<file path="src/rtl/pwm_decoder_if.sv">
// Signal bundle between a PWM source/consumer and pwm_decoder.
// The decoder takes the slave view; the environment takes the master view.
interface pwm_decoder_if;
   logic       en;
   logic       pwm_in;
   logic [7:0] sample;
   logic       sample_valid;
   logic       locked;
   logic       frame_err;

   modport master (
      output en, pwm_in,
      input  sample, sample_valid, locked, frame_err
   );

   modport slave (
      input  en, pwm_in,
      output sample, sample_valid, locked, frame_err
   );
endinterface

</file>
<file path="src/rtl/pwm_decoder.sv">
// Recovers an 8-bit amplitude from a 256-clock PWM frame, tracking frame alignment.
// Define PWM_DEC_GLITCH_EN to add a 2-of-3 majority filter that rejects one-cycle pulses.
module pwm_decoder (
   input  logic         clk,
   input  logic         reset,
   pwm_decoder_if.slave bus
);
   typedef enum logic {
      S_SEARCH = 1'b0,
      S_TRACK  = 1'b1
   } state_t;

   logic       r_sync1;
   logic       r_sync2;
   logic       r_pf_d;
   logic       w_pf;
   logic       w_rise;
   logic [8:0] w_acc_sum;

   state_t     r_state;
   state_t     w_state_nxt;
   logic [7:0] r_cnt;
   logic [7:0] w_cnt_nxt;
   logic [8:0] r_acc;
   logic [8:0] w_acc_nxt;
   logic [7:0] r_sample;
   logic [7:0] w_sample_nxt;
   logic       r_sample_valid;
   logic       w_sample_valid_nxt;
   logic       r_locked;
   logic       w_locked_nxt;
   logic       r_frame_err;
   logic       w_frame_err_nxt;

   always_ff @(posedge clk or posedge reset) begin
      if (reset) begin
         r_sync1 <= 1'b0;
         r_sync2 <= 1'b0;
      end else begin
         r_sync1 <= bus.pwm_in;
         r_sync2 <= r_sync1;
      end
   end

`ifdef PWM_DEC_GLITCH_EN
   logic r_ps_d1;
   logic r_pf;

   // Majority over three consecutive synchronised samples, newest still in r_sync1.
   always_ff @(posedge clk or posedge reset) begin
      if (reset) begin
         r_ps_d1 <= 1'b0;
         r_pf    <= 1'b0;
      end else begin
         r_ps_d1 <= r_sync2;
         r_pf    <= (r_sync1 & r_sync2) | (r_sync1 & r_ps_d1) | (r_sync2 & r_ps_d1);
      end
   end

   assign w_pf = r_pf;
`else
   assign w_pf = r_sync2;
`endif

   always_ff @(posedge clk or posedge reset) begin
      if (reset) r_pf_d <= 1'b0;
      else       r_pf_d <= w_pf;
   end

   assign w_rise    = w_pf & ~r_pf_d;
   assign w_acc_sum = r_acc + {8'd0, w_pf};

   // NOTE: every value driven here gets a default first, so no path can leave one unassigned and infer a latch.
   always_comb begin
      w_state_nxt        = r_state;
      w_cnt_nxt          = r_cnt;
      w_acc_nxt          = r_acc;
      w_sample_nxt       = r_sample;
      w_sample_valid_nxt = 1'b0;
      w_frame_err_nxt    = 1'b0;
      w_locked_nxt       = r_locked;

      if (!bus.en) begin
         w_state_nxt  = S_SEARCH;
         w_cnt_nxt    = 8'd0;
         w_acc_nxt    = 9'd0;
         w_locked_nxt = 1'b0;
      end else begin
         case (r_state)
            S_SEARCH: begin
               w_cnt_nxt = 8'd0;
               w_acc_nxt = 9'd0;
               if (w_rise) begin
                  w_state_nxt = S_TRACK;
                  w_cnt_nxt   = 8'd1;
                  w_acc_nxt   = 9'd1;
               end
            end
            S_TRACK: begin
               // A misaligned rise outranks frame completion, even on the last cycle.
               if (w_rise && (r_cnt != 8'd0)) begin
                  w_frame_err_nxt = 1'b1;
                  w_locked_nxt    = 1'b0;
                  w_cnt_nxt       = 8'd1;
                  w_acc_nxt       = 9'd1;
               end else if (r_cnt == 8'd255) begin
                  w_sample_nxt       = w_acc_sum[8] ? 8'hFF : w_acc_sum[7:0];
                  w_sample_valid_nxt = 1'b1;
                  w_locked_nxt       = 1'b1;
                  w_cnt_nxt          = 8'd0;
                  w_acc_nxt          = 9'd0;
               end else begin
                  w_cnt_nxt = r_cnt + 8'd1;
                  w_acc_nxt = w_acc_sum;
               end
            end
            default: w_state_nxt = S_SEARCH;
         endcase
      end
   end

   // NOTE: state registers use non-blocking assignments so every flop samples pre-edge values.
   always_ff @(posedge clk or posedge reset) begin
      if (reset) begin
         r_state        <= S_SEARCH;
         r_cnt          <= 8'd0;
         r_acc          <= 9'd0;
         r_sample       <= 8'd0;
         r_sample_valid <= 1'b0;
         r_locked       <= 1'b0;
         r_frame_err    <= 1'b0;
      end else begin
         r_state        <= w_state_nxt;
         r_cnt          <= w_cnt_nxt;
         r_acc          <= w_acc_nxt;
         r_sample       <= w_sample_nxt;
         r_sample_valid <= w_sample_valid_nxt;
         r_locked       <= w_locked_nxt;
         r_frame_err    <= w_frame_err_nxt;
      end
   end

   assign bus.sample       = r_sample;
   assign bus.sample_valid = r_sample_valid;
   assign bus.locked       = r_locked;
   assign bus.frame_err    = r_frame_err;
endmodule

</file>
<file path="src/flat_wrapper.sv">
// flat-port wrapper written by rule: the top's interface ports become plain ports
module pwm_decoder_flat 
  (clk, reset, bus_en, bus_pwm_in, bus_sample, bus_sample_valid, bus_locked, bus_frame_err);
  pwm_decoder_if bus_i ();
  input  logic clk;
  input  logic reset;
  input wire logic [$bits(bus_i.en)-1:0] bus_en;
  input wire logic [$bits(bus_i.pwm_in)-1:0] bus_pwm_in;
  output wire logic [$bits(bus_i.sample)-1:0] bus_sample;
  output wire logic [$bits(bus_i.sample_valid)-1:0] bus_sample_valid;
  output wire logic [$bits(bus_i.locked)-1:0] bus_locked;
  output wire logic [$bits(bus_i.frame_err)-1:0] bus_frame_err;
  assign bus_i.en = bus_en;
  assign bus_i.pwm_in = bus_pwm_in;
  assign bus_sample = bus_i.sample;
  assign bus_sample_valid = bus_i.sample_valid;
  assign bus_locked = bus_i.locked;
  assign bus_frame_err = bus_i.frame_err;
  pwm_decoder u_core (.clk(clk), .reset(reset), .bus(bus_i));
endmodule
</file>
<file path="config.mk">
export PLATFORM = sky130hd
export DESIGN_NAME = pwm_decoder_flat
export DESIGN_NICKNAME = d
export VERILOG_FILES = /design/src/rtl/pwm_decoder_if.sv /design/src/rtl/pwm_decoder.sv /design/src/flat_wrapper.sv
export SDC_FILE = /design/constraint.sdc
export NUM_CORES = 1
export LEC_CHECK = 0
export ABC_CLOCK_PERIOD_IN_PS = 3000
export BUFFER_PORTS_ARGS = -buffer_cell sky130_fd_sc_hd__buf_2
export CORE_ASPECT_RATIO = 0.6
export CORE_UTILIZATION = 45
export DETAILED_ROUTE_END_ITERATION = 10
export SYNTH_ARGS = -nofsm -noshare
export SYNTH_HDL_FRONTEND = slang
export SYNTH_SLANG_ARGS = --single-unit
</file>
<file path="constraint.sdc">
create_clock -name clk -period 3 [get_ports clk]
set_input_delay 0.3 -clock clk [delete_from_list [all_inputs] [get_ports clk]]
set_output_delay 0.3 -clock clk [all_outputs]
set_load 0.03 [all_outputs]
</file>
==> results.py <==
metrics = {
    "run_status": {
        "status": "complete, no violations",
    },
    "clock_tree": {
        "cts_tree": "built",
        "cts.clk_slew.worst_paths_ns": 0.06,
        "ctsResizeCount": 0,
        "cts-root-buf": "clkbuf_8",
        "cts_hold_buffers": 0,
        "clock-sinks": 32,
        "clk_latency_ns": 0.28,
        "htreeDepth": 2,
        "cts_made_buffers": 5,
        "cts.path.max_buffers": 2,
        "postCtsSetupRepairBufs": 0,
    },
    "critical_path": {
        "slowest_delay_ns": 0.53,
        "cpMaxStageDelayCell": "o41ai_1",
        "worstPathArrival_ns": 2.79,
        "critPathKind": "reg2reg",
        "worstPathCellList": "inv_1 > ha_1 > or4b_4 > o41ai_1 > nand3_1 > o21ba_2",
        "worstPathBufferInverterCount": 1,
        "crit_family": "simple AND/OR/NAND/NOR gates",
        "end_kind": "register",
        "ff2ff_setup_slack_ns": 0.43,
        "crit_required_ns": 3.22,
        "crit_fanout": 11,
        "start_kind": "register",
    },
    "synth": {
        "synth-adder-area-share_pct": 4.46,
        "syn_inst": 124,
        "synth_mux_area_share_pct": 0,
        "synth.most_common_cell": "dfrtp_1",
        "yosys-top-cells-count": "32 x dfrtp_1, 16 x nor2_1, 9 x nand2_1",
        "synth.area.top_cells": "dfrtp_1 57%, a2bb2oi_1 5.0%, ha_1 4.5%, xnor2_1 4.4%, nor2_1 4.3%",
        "yosys_most_used_dff": "dfrtp_1",
        "synth_edf_count": 0,
        "synth_compound_area_share_pct": 9.72,
        "synth_top_area_share_pct": 57.1,
        "syn-cell-area_um2": 1400,
        "avgSynthCellArea_um2": 11.3,
        "yosysTopAreaCell": "dfrtp_1",
        "ys_ff_latch": 32,
        "synth_cell_types": 30,
        "syn_nets": 133,
        "synthSimpleGateAreaFrac_pct": 18.2,
        "yosysSeqAreaShare_pct": 57.1,
        "async_reset_ff_share_pct": 100,
        "synth_top_family_by_area": "simple AND/OR/NAND/NOR gates",
        "ys_warn_count": 0,
        "synth-xor-area-share_pct": 7.49,
    },
    "min_path": {
        "holdCritPathClass": "in2async",
    },
    "pwr": {
        "p_int_uw": 604,
        "switching_share_pct": 22.4,
        "ir_worst_vdd_mv": 0.290,
        "clock_power_share_pct": 39.3,
        "power.total_uw": 778,
        "p_seq_share_pct": 56.7,
        "comb_power_share_pct": 4.0,
        "powerDensity_nw_per_um2": 487,
        "net-switching-power_uw": 174,
        "leakagePower_uw": 0.000752,
    },
    "sta": {
        "worst_clock_skew_ns": 0.00250,
        "setup_violations": 0,
        "finalSetupTns_ns": 0,
        "clock.fmax_mhz": 389,
        "worst_pin_slew_ns": 0.631,
        "fin_crit_ns": 2.57,
        "postLayoutSetupSlackWorst_ns": 0.428,
        "min_period_over_period_pct": 85.7,
        "finalHoldViolCount": 0,
        "rsz0062_at_grt": "false",
        "slew_headroom_pct": 57.4,
        "drv_slew": 0,
    },
    "global_routing": {
        "track_usage_pct": 18.6,
        "grt_overflow": 0,
        "grt_max_degree": 20,
        "grt_pass1_wl_mm": 4.31,
        "grt_pass1_vias": 909,
        "antenna_found_initial": 0,
    },
    "finish": {
        "areaGrowthSynthToFinish_pct": 13.9,
        "nets": 153,
        "drive_gt1_share_pct": 19.4,
        "multi_input_area_um2": 559,
        "seqCellArea_um2": 801,
        "fillers": 240,
        "antenna_cells": 0,
    },
    "routing": {
        "met2_length_mm": 1.08,
        "met1_length_mm": 1.42,
        "wl_met3_um": 132,
        "vias": 980,
        "vias_per_cell": 5.27,
        "drt_iter0_markers": 56,
        "routed_wl_mm": 2.67,
        "antenna_left": 0,
        "drc": 0,
        "highest_layer": "met4",
        "first_pass_iters": 4,
        "wl_per_cell_um": 14.3,
    },
    "placed_design": {
        "dp_slack_ns": 0.494,
        "place_congestion": 0.868,
        "port_buffers": 14,
        "place_hpwl_mm": 1.93,
    },
    "die": {
        "initial_utilization_pct": 48.2,
        "die_width_um": 74.1,
        "ios": 15,
        "coreArea_um2": 2910,
        "die_h_um": 45.2,
        "dieArea_um2": 3350,
        "placementRows": 15,
    },
    "flow_run": {
        "cap_violations": 0,
    },
}
==> path summary, 6_finish.rpt <==
check | startpoint | to | cells after the start
worst max-delay path | u_core.r_cnt[0]$_DFF_PP0_ | u_core.r_acc[8]$_DFF_PP0_ | 6
max in group asynchronous | reset | u_core.r_cnt[7]$_DFF_PP0_ | 3
worst min register to register | u_core.r_sync1$_DFF_PP0_ | u_core.r_sync2$_DFF_PP0_ | 0
worst min-delay path | reset | u_core.r_cnt[5]$_DFF_PP0_ | 2
min in group clk | bus_pwm_in | u_core.r_sync1$_DFF_PP0_ | 1
worst max register to register | u_core.r_cnt[0]$_DFF_PP0_ | u_core.r_acc[8]$_DFF_PP0_ | 6
==> routing by layer <==
| layer | vias up | track usage [%] |
|---|---|---|
| met2 | 25 | 25.8 |
| met5 | - | 0 |
| met4 | 0 | 8.08 |
| met3 | 6 | 6.70 |
| li1 | 462 | - |
| met1 | 487 | 26.3 |
==> kinds of logic (layout without fill, tap and decap cells) <==
| family | count (synthesis) | after routing |
|---|---|---|
| AND/OR/NAND/NOR | 48 | 48 |
| flip-flops | 32 | 32 |
| AO/OA/AOI/OAI | 17 | 17 |
| buffers and inverters | 10 | 30 |
| adder cells (fa/ha/maj) | 5 | 5 |
| XOR/XNOR | 12 | 12 |
==> flip-flops by register name (all words and copies together), names as in the netlist <==
name	count
u_core.bus.sample_valid	1
u_core.r_sync2	1
u_core.bus.sample	8
u_core.r_sync1	1
u_core.bus.frame_err	1
u_core.r_acc	9
u_core.r_pf_d	1
u_core.r_state	1
u_core.bus.locked	1
u_core.r_cnt	8
==> cell usage in the layout, fill, tap and decap left out, types with 2 or more instances in the layout <==
cell and count:
a21oi_1 2, a2bb2oi_1 8, and2_1 2, and3_1 2
buf_2 14, clkbuf_8 5, dfrtp_1 32, ha_1 5
inv_1 8, nand2_1 9, nand3_1 8, nor2_1 16
nor3_1 3, xnor2_1 7, xor2_1 5
==> layout make-up <==
class | count | area share (%)
tap | 42 | 3.29
clock inverter | 1 | 0.313
multi-input combinational | 82 | 35.0
sequential | 32 | 50.1
clock buffer | 6 | 4.54
timing repair buffer | 15 | 4.86
inverter | 8 | 1.88
==> power by group through the flow <==
stage / combinational, µW / sequential, µW / clock, µW
floorplan: 22.5 / 448 / 0
global placement: 31.3 / 449 / 0
detailed placement: 32.5 / 449 / 0
CTS: 32.5 / 441 / 308
global route: 36.5 / 441 / 331
finish: 31.5 / 441 / 306
==> metrics by stage <==
step / hold slack [ns] / util, % / area [µm²] / instances
2_1_floorplan: 0.331 / - / 1400 / 124
3_3_place_gp: 0.346 / 52.3 / 1520 / 179
3_5_place_dp: 0.338 / 52.3 / 1520 / 179
4_1_cts: 0.0637 / 54.9 / 1600 / 186
5_1_grt: 0.0906 / 54.9 / 1600 / 186
6_report: 0.0416 / 54.9 / 1600 / 186
Note: power is estimated with default switching activity, not from simulation.
